**src/rtl/otn_frame_tx_arq_pkg.sv**
```systemverilog
// Shared serial framing constants and FSM encoding for the OTN frame link.
// The receive-side sampler imports the same values.
package otn_frame_tx_arq_pkg;

    localparam logic START_BIT          = 1'b0;
    localparam logic STOP_BIT           = 1'b1;
    localparam int   BITS_PER_CHAR      = 10;
    localparam int   DEFAULT_BIT_CYCLES = 868;

    typedef enum logic [1:0] {
        ST_LOAD     = 2'd0,
        ST_SEND     = 2'd1,
        ST_WAIT_ACK = 2'd2
    } state_t;

endpackage

```
**src/rtl/otn_byte_serializer.sv**
```systemverilog
// 8N1 byte serializer: start bit, 8 data bits LSB first, stop bit, each held
// BIT_CYCLES cycles. Accepts the next byte during the last stop-bit cycle.
module otn_byte_serializer
    import otn_frame_tx_arq_pkg::*;
#(
    parameter int BIT_CYCLES = DEFAULT_BIT_CYCLES
) (
    input  logic       i_clk,
    input  logic       i_rst,
    input  logic [7:0] i_byte,
    input  logic       i_valid,
    output logic       o_ready,
    output logic       o_line,
    output logic       o_char_done
);

    localparam int CNT_W = (BIT_CYCLES > 1) ? $clog2(BIT_CYCLES) : 1;

    logic             busy;
    logic [CNT_W-1:0] bit_cnt;
    logic [3:0]       bit_idx;
    logic [8:0]       shreg;
    logic             bit_end;

    assign bit_end     = busy && (bit_cnt == CNT_W'(BIT_CYCLES - 1));
    assign o_char_done = bit_end && (bit_idx == 4'(BITS_PER_CHAR - 1));
    // Ready in the final stop-bit cycle keeps consecutive bytes gapless.
    assign o_ready     = !busy || o_char_done;

    always_ff @(posedge i_clk or posedge i_rst) begin
        if (i_rst) begin
            busy    <= 1'b0;
            bit_cnt <= '0;
            bit_idx <= '0;
            shreg   <= '1;
            o_line  <= STOP_BIT;
        end else if (i_valid && o_ready) begin
            busy    <= 1'b1;
            bit_cnt <= '0;
            bit_idx <= '0;
            shreg   <= {STOP_BIT, i_byte};
            o_line  <= START_BIT;
        end else if (o_char_done) begin
            busy    <= 1'b0;
            bit_cnt <= '0;
            bit_idx <= '0;
            o_line  <= STOP_BIT;
        end else if (bit_end) begin
            bit_cnt <= '0;
            bit_idx <= bit_idx + 4'd1;
            o_line  <= shreg[0];
            shreg   <= {STOP_BIT, shreg[8:1]};
        end else if (busy) begin
            bit_cnt <= bit_cnt + CNT_W'(1);
        end
    end

endmodule

```
**src/rtl/otn_frame_tx_arq.sv**
```systemverilog
// Frame buffer + serial sender with optional ACK/timeout retransmission.
// One frame is held at a time; it is resent from byte 0 on each retry.
module otn_frame_tx_arq
    import otn_frame_tx_arq_pkg::*;
#(
    parameter int FRAME_BYTES = 64,
    parameter int BIT_CYCLES  = DEFAULT_BIT_CYCLES,
    parameter int ACK_TIMEOUT = 200000,
    parameter int MAX_RETRIES = 3
) (
    input  logic                               i_clk,
    input  logic                               i_rst,
    input  logic [7:0]                         i_frame_data,
    input  logic                               i_frame_data_valid,
    output logic                               o_frame_data_ready,
    input  logic                               i_arq_en,
    output logic                               o_otn_tx_data,
    input  logic                               i_otn_rx_ack,
    output logic                               o_frame_done,
    output logic                               o_frame_fail,
    output logic [$clog2(MAX_RETRIES+1)-1:0]   o_retry_cnt
);

    localparam int IDX_W = (FRAME_BYTES > 1) ? $clog2(FRAME_BYTES) : 1;
    localparam int TO_W  = (ACK_TIMEOUT > 1) ? $clog2(ACK_TIMEOUT) : 1;
    localparam int RC_W  = $clog2(MAX_RETRIES + 1);

    state_t           state;
    logic [7:0]       frame_buf [FRAME_BYTES];
    logic [IDX_W-1:0] wr_idx, rd_idx;
    logic             last_fed, arq_lat;
    logic [TO_W-1:0]  to_cnt;
    logic [2:0]       ack_sync;

    logic       in_hs, load_last, ack_edge, timeout, retry, kick;
    logic       ser_valid, ser_ready, ser_done, frame_sent;
    logic [7:0] ser_data;

    assign in_hs     = i_frame_data_valid && o_frame_data_ready;
    assign load_last = (state == ST_LOAD) && in_hs && (wr_idx == IDX_W'(FRAME_BYTES - 1));
    assign ack_edge  = ack_sync[1] && !ack_sync[2];
    assign timeout   = (to_cnt == TO_W'(ACK_TIMEOUT - 1));
    assign retry     = (state == ST_WAIT_ACK) && !ack_edge && timeout
                       && (o_retry_cnt < RC_W'(MAX_RETRIES));
    // Byte 0 is handed over on the cycle before SEND so its start bit lands
    // on the first SEND cycle.
    assign kick      = load_last || retry;
    assign ser_valid = kick || ((state == ST_SEND) && !last_fed);
    assign ser_data  = !kick ? frame_buf[rd_idx] :
                       ((state == ST_LOAD) && (wr_idx == '0)) ? i_frame_data : frame_buf[0];
    assign frame_sent = (state == ST_SEND) && last_fed && ser_done;

    otn_byte_serializer #(.BIT_CYCLES(BIT_CYCLES)) u_ser (
        .i_clk       (i_clk),
        .i_rst       (i_rst),
        .i_byte      (ser_data),
        .i_valid     (ser_valid),
        .o_ready     (ser_ready),
        .o_line      (o_otn_tx_data),
        .o_char_done (ser_done)
    );

    always_ff @(posedge i_clk) begin
        if ((state == ST_LOAD) && in_hs)
            frame_buf[wr_idx] <= i_frame_data;
    end

    always_ff @(posedge i_clk or posedge i_rst) begin
        if (i_rst) ack_sync <= '0;
        else       ack_sync <= {ack_sync[1:0], i_otn_rx_ack};
    end

    always_ff @(posedge i_clk or posedge i_rst) begin
        if (i_rst) begin
            state              <= ST_LOAD;
            o_frame_data_ready <= 1'b0;
            wr_idx             <= '0;
            rd_idx             <= '0;
            last_fed           <= 1'b0;
            arq_lat            <= 1'b0;
            to_cnt             <= '0;
            o_retry_cnt        <= '0;
            o_frame_done       <= 1'b0;
            o_frame_fail       <= 1'b0;
        end else begin
            o_frame_done <= 1'b0;
            o_frame_fail <= 1'b0;
            if (kick) begin
                rd_idx   <= (FRAME_BYTES > 1) ? IDX_W'(1) : '0;
                last_fed <= (FRAME_BYTES == 1);
            end
            case (state)
                ST_LOAD: begin
                    o_frame_data_ready <= 1'b1;
                    if (in_hs) begin
                        if (load_last) begin
                            wr_idx             <= '0;
                            arq_lat            <= i_arq_en;
                            o_frame_data_ready <= 1'b0;
                            state              <= ST_SEND;
                        end else begin
                            wr_idx <= wr_idx + IDX_W'(1);
                        end
                    end
                end
                ST_SEND: begin
                    if (ser_valid && ser_ready) begin
                        if (rd_idx == IDX_W'(FRAME_BYTES - 1)) last_fed <= 1'b1;
                        else                                   rd_idx   <= rd_idx + IDX_W'(1);
                    end
                    if (frame_sent) begin
                        if (arq_lat) begin
                            to_cnt <= '0;
                            state  <= ST_WAIT_ACK;
                        end else begin
                            o_frame_done       <= 1'b1;
                            o_retry_cnt        <= '0;
                            o_frame_data_ready <= 1'b1;
                            state              <= ST_LOAD;
                        end
                    end
                end
                ST_WAIT_ACK: begin
                    if (ack_edge) begin
                        o_frame_done       <= 1'b1;
                        o_retry_cnt        <= '0;
                        o_frame_data_ready <= 1'b1;
                        state              <= ST_LOAD;
                    end else if (timeout) begin
                        if (retry) begin
                            o_retry_cnt <= o_retry_cnt + RC_W'(1);
                            state       <= ST_SEND;
                        end else begin
                            o_frame_fail       <= 1'b1;
                            o_retry_cnt        <= '0;
                            o_frame_data_ready <= 1'b1;
                            state              <= ST_LOAD;
                        end
                    end else begin
                        to_cnt <= to_cnt + TO_W'(1);
                    end
                end
                default: state <= ST_LOAD;
            endcase
        end
    end

endmodule

```
**config.mk**
```make
export PLATFORM = sky130hd
export DESIGN_NAME = otn_frame_tx_arq
export DESIGN_NICKNAME = d
export VERILOG_FILES = /design/src/rtl/otn_frame_tx_arq_pkg.sv /design/src/rtl/otn_byte_serializer.sv /design/src/rtl/otn_frame_tx_arq.sv
export SDC_FILE = /design/constraint.sdc
export NUM_CORES = 1
export LEC_CHECK = 0
export CAP_MARGIN = 10
export CORE_ASPECT_RATIO = 0.8
export CORE_MARGIN = 2
export CORE_UTILIZATION = 60
export DETAILED_ROUTE_END_ITERATION = 12
export PLACE_DENSITY = 0.74
export SYNTH_ARGS = -nofsm -noshare
export SYNTH_HDL_FRONTEND = slang
export SYNTH_HIERARCHICAL = 1
export SYNTH_SLANG_ARGS = --single-unit
```
**constraint.sdc**
```tcl
create_clock -name i_clk -period 5.3 [get_ports i_clk]
set_input_delay 1.06 -clock i_clk [delete_from_list [all_inputs] [get_ports i_clk]]
set_output_delay 1.06 -clock i_clk [all_outputs]
set_load 0.05 [all_outputs]
```
==> results.sh <==
export IMPL_power_density_nw_per_um2=384
export IMPL_synth_area_um2=23900
export IMPL_place_area_um2=24400
export IMPL_ys_flop_type="edfxtp_1"
export IMPL_synthMostInstantiatedCell="edfxtp_1"
export IMPL_switchingPower_mw=2.48
export IMPL_async_reset_ff_frac=0.114
export IMPL_synth_enable_flop_cells=512
export IMPL_post_route_util=0.666
export IMPL_synth_top_cell_by_area="edfxtp_1"
export IMPL_power_frac_comb=0.096
export IMPL_overflow=0
export IMPL_ctsHoldBuffers=0
export IMPL_drtIter0Drc=1507
export IMPL_critPathKind="register to register"
export IMPL_wire_per_inst_um=25.9
export IMPL_total_leakage_power_nw=8.54
export IMPL_numCtsBuffers=54
export IMPL_root_buffer="clkbuf_16"
export IMPL_fillers=2603
export IMPL_area_growth_pct=9.65
export IMPL_worst_pin_slew_ps=1170
export IMPL_seqPwrFrac=0.526
export IMPL_antenna_cells=0
export IMPL_track_usage=0.253
export IMPL_yosys_register_bits=578
export IMPL_cts_setup_buffers=0
export IMPL_gp_congestion=0.858
export IMPL_nets=1407
export IMPL_clock_power_share=0.378
export IMPL_placementRows=65
export IMPL_yosys_top_cells_area="edfxtp_1 64%, mux4_2 9.1%, dfrtp_1 6.0%"
export IMPL_syn_area_per_cell_um2=17.5
export IMPL_internal_power_mw=7.56
export IMPL_hpwl_mm=31.2
export IMPL_cts_repair_resized=0
export IMPL_die_w_um=227
export IMPL_finalPower_mw=10.0
export IMPL_cts_sinks=578
export IMPL_dieArea_um2=41400
export IMPL_relSlewSlack=0.215
export IMPL_setup_slack_ps=1300
export IMPL_yosysSeqAreaShare=0.714
export IMPL_antenna_left=0
export IMPL_cts_buffer_depth=3
export IMPL_path_max_fanout=21
export IMPL_sw_frac_of_total=0.247
export IMPL_syn_inst=1365
export IMPL_status="complete, no violations"
export IMPL_start_util=0.607
export IMPL_via_per_inst=6.45
export IMPL_max_freq_mhz=250
export IMPL_wirelength_mm=50.9
export IMPL_die_y_um=182
export IMPL_core_um2=39300
export IMPL_hold_violations=0
export IMPL_remaining_drc_errors=0
export IMPL_synth_cell_types=70
export IMPL_r2r_slack_ps=1300
export IMPL_via_count=12700
export IMPL_design_area_um2=26200
export IMPL_grt_start_max_net_pins=75
export IMPL_io_pins=19
export IMPL_cts_tree="yes"
export IMPL_endpoint_kind="register"
export IMPL_setup_viol=0
export IMPL_grt_pass1_wl_mm=76.9
export IMPL_syn_nets=1390
export IMPL_drive_above_1_share=0.209
export IMPL_crit_slowest_cell="ha_1"
export IMPL_required_ps=5790
export IMPL_port_buffers=18
export IMPL_htreeDepth=2
export IMPL_grt_setup_unrepaired="false"
export IMPL_synth_top_area_frac=0.645
export IMPL_insertion_delay_ps=600
export IMPL_clkTransAtPathRegs_ps=60
export IMPL_first_global_vias=12600
export IMPL_post_route_min_period_ps=4000
export IMPL_drt_pass1_iter_count=7
export IMPL_crit_chain="inv_1 > ha_1 > nand2_1 > nor4_1 > nor2_1 > o21ai_1 > nand4bb_1 > or4_1 > nand3_1 > a31oi_1"
export IMPL_drv_cap=0
export IMPL_finClkSkew_ps=28.0
export IMPL_antenna_found_initial=0
export IMPL_maxSlewViolCount=0
export IMPL_period_share=0.754
export IMPL_worstSetupStartpointType="register"
export IMPL_fin_setup_tns_ps=0
export IMPL_synth_commonest_cells="512 x edfxtp_1, 102 x nor2_1, 96 x mux4_2"
export IMPL_dp_slack_ps=1000
export IMPL_ir_drop_uv=366
export IMPL_yosys_warnings=6
export IMPL_arrival_ps=4490
export IMPL_crit_path_max_incr_delay_ps=830
export IMPL_hold_class="register to register"
-- worst max-delay path, delay by kind of cell, from the launching register on --
kind | cells | cell delay (ps)
adders and majority gates | 1 | 830
and+or+nand+nor | 6 | 1910
AOI/OAI and AO/OA | 2 | 650
DFF | 1 | 410
buffers and inverters | 1 | 100
-- final cells by class --
| type | instances | area [um2] | share of cell area |
|---|---|---|---|
| clock buffers | 69 | 1420 | 0.0542 |
| clock inverters | 31 | 305 | 0.0117 |
| inverters | 21 | 78.8 | 0.00301 |
| multi-input cells | 693 | 6350 | 0.243 |
| flip-flops and latches | 578 | 17000 | 0.652 |
| well taps | 536 | 671 | 0.0256 |
| repair buffers | 34 | 285 | 0.0109 |
-- kinds of logic after synthesis --
family | synth area share
flops | 0.714
simple gates | 0.0596
compound gates | 0.0544
fa+ha+maj | 0.00629
mux | 0.137
buf+inv | 0.0195
xor+xnor | 0.00881
-- state kept, by name (all words and copies together) (netlist names), 2 cells and up --
signal         count
rd_idx             6
u_ser/bit_idx      4
u_ser/shreg        8
state              2
o_retry_cnt        2
to_cnt            18
u_ser/bit_cnt     10
wr_idx             6
ack_sync           3
frame_buf        512
-- layout by cell type (no fill, tap or decap), types with 10 or more instances in the layout --
| cell type | count |
|---|---|
| edfxtp_1 | 512 |
| nor2_1 | 102 |
| mux4_2 | 96 |
| mux2_2 | 58 |
| dfrtp_1 | 54 |
| clkbuf_16 | 54 |
| o22ai_1 | 49 |
| nand3_1 | 47 |
| mux2i_1 | 42 |
| nand2_1 | 38 |
| o21ai_0 | 24 |
| a21oi_1 | 23 |
| xnor2_1 | 21 |
| inv_1 | 20 |
| a22oi_1 | 15 |
| a211oi_1 | 14 |
| nor3_1 | 14 |
| clkbuf_1 | 14 |
| buf_4 | 14 |
| ha_1 | 12 |
| or3_1 | 10 |
| nor4_1 | 10 |
| clkinv_1 | 10 |
| clkinv_2 | 10 |
| clkdlybuf4s50_1 | 10 |
-- final timing paths --
kind                        startpoint        endpoint  cells after the start
setup / recovery              state[0]  u_ser/shreg[4]                     10
hold / removal             ack_sync[0]     ack_sync[1]                      0
setup reg to reg              state[0]  u_ser/shreg[4]                     10
hold reg to reg            ack_sync[0]     ack_sync[1]                      0
max in group asynchronous        i_rst       rd_idx[0]                      2
min in group asynchronous        i_rst      to_cnt[17]                      2
-- power by group through the flow --
stage | clock, mW | sequential, mW | combinational, mW
6_report | 3.80 | 5.28 | 0.964
5_1_grt | 4.03 | 5.29 | 1.03
4_1_cts | 3.85 | 5.27 | 0.948
3_5_place_dp | 0 | 5.37 | 0.939
3_3_place_gp | 0 | 5.36 | 0.927
2_1_floorplan | 0 | 5.27 | 0.639
-- per-stage QoR --
step                hold WS (ps)  std cells
global route                 368       1962
detailed placement           338       1862
global placement             337       1862
floorplan                    331       1365
CTS                          361       1962
finish                       354       1962
-- per-layer routing --
metal  routed length [um]  track usage  share of wire  up-vias
li1                     -            -              -     5509
met1                22200        0.390           0.44     6519
met2                22700        0.367           0.45      530
met3                 4660       0.0572          0.092       93
met4                 1300       0.0721          0.026        0
met5                    0            0              0        -
Power figures use the tool's default switching activity.
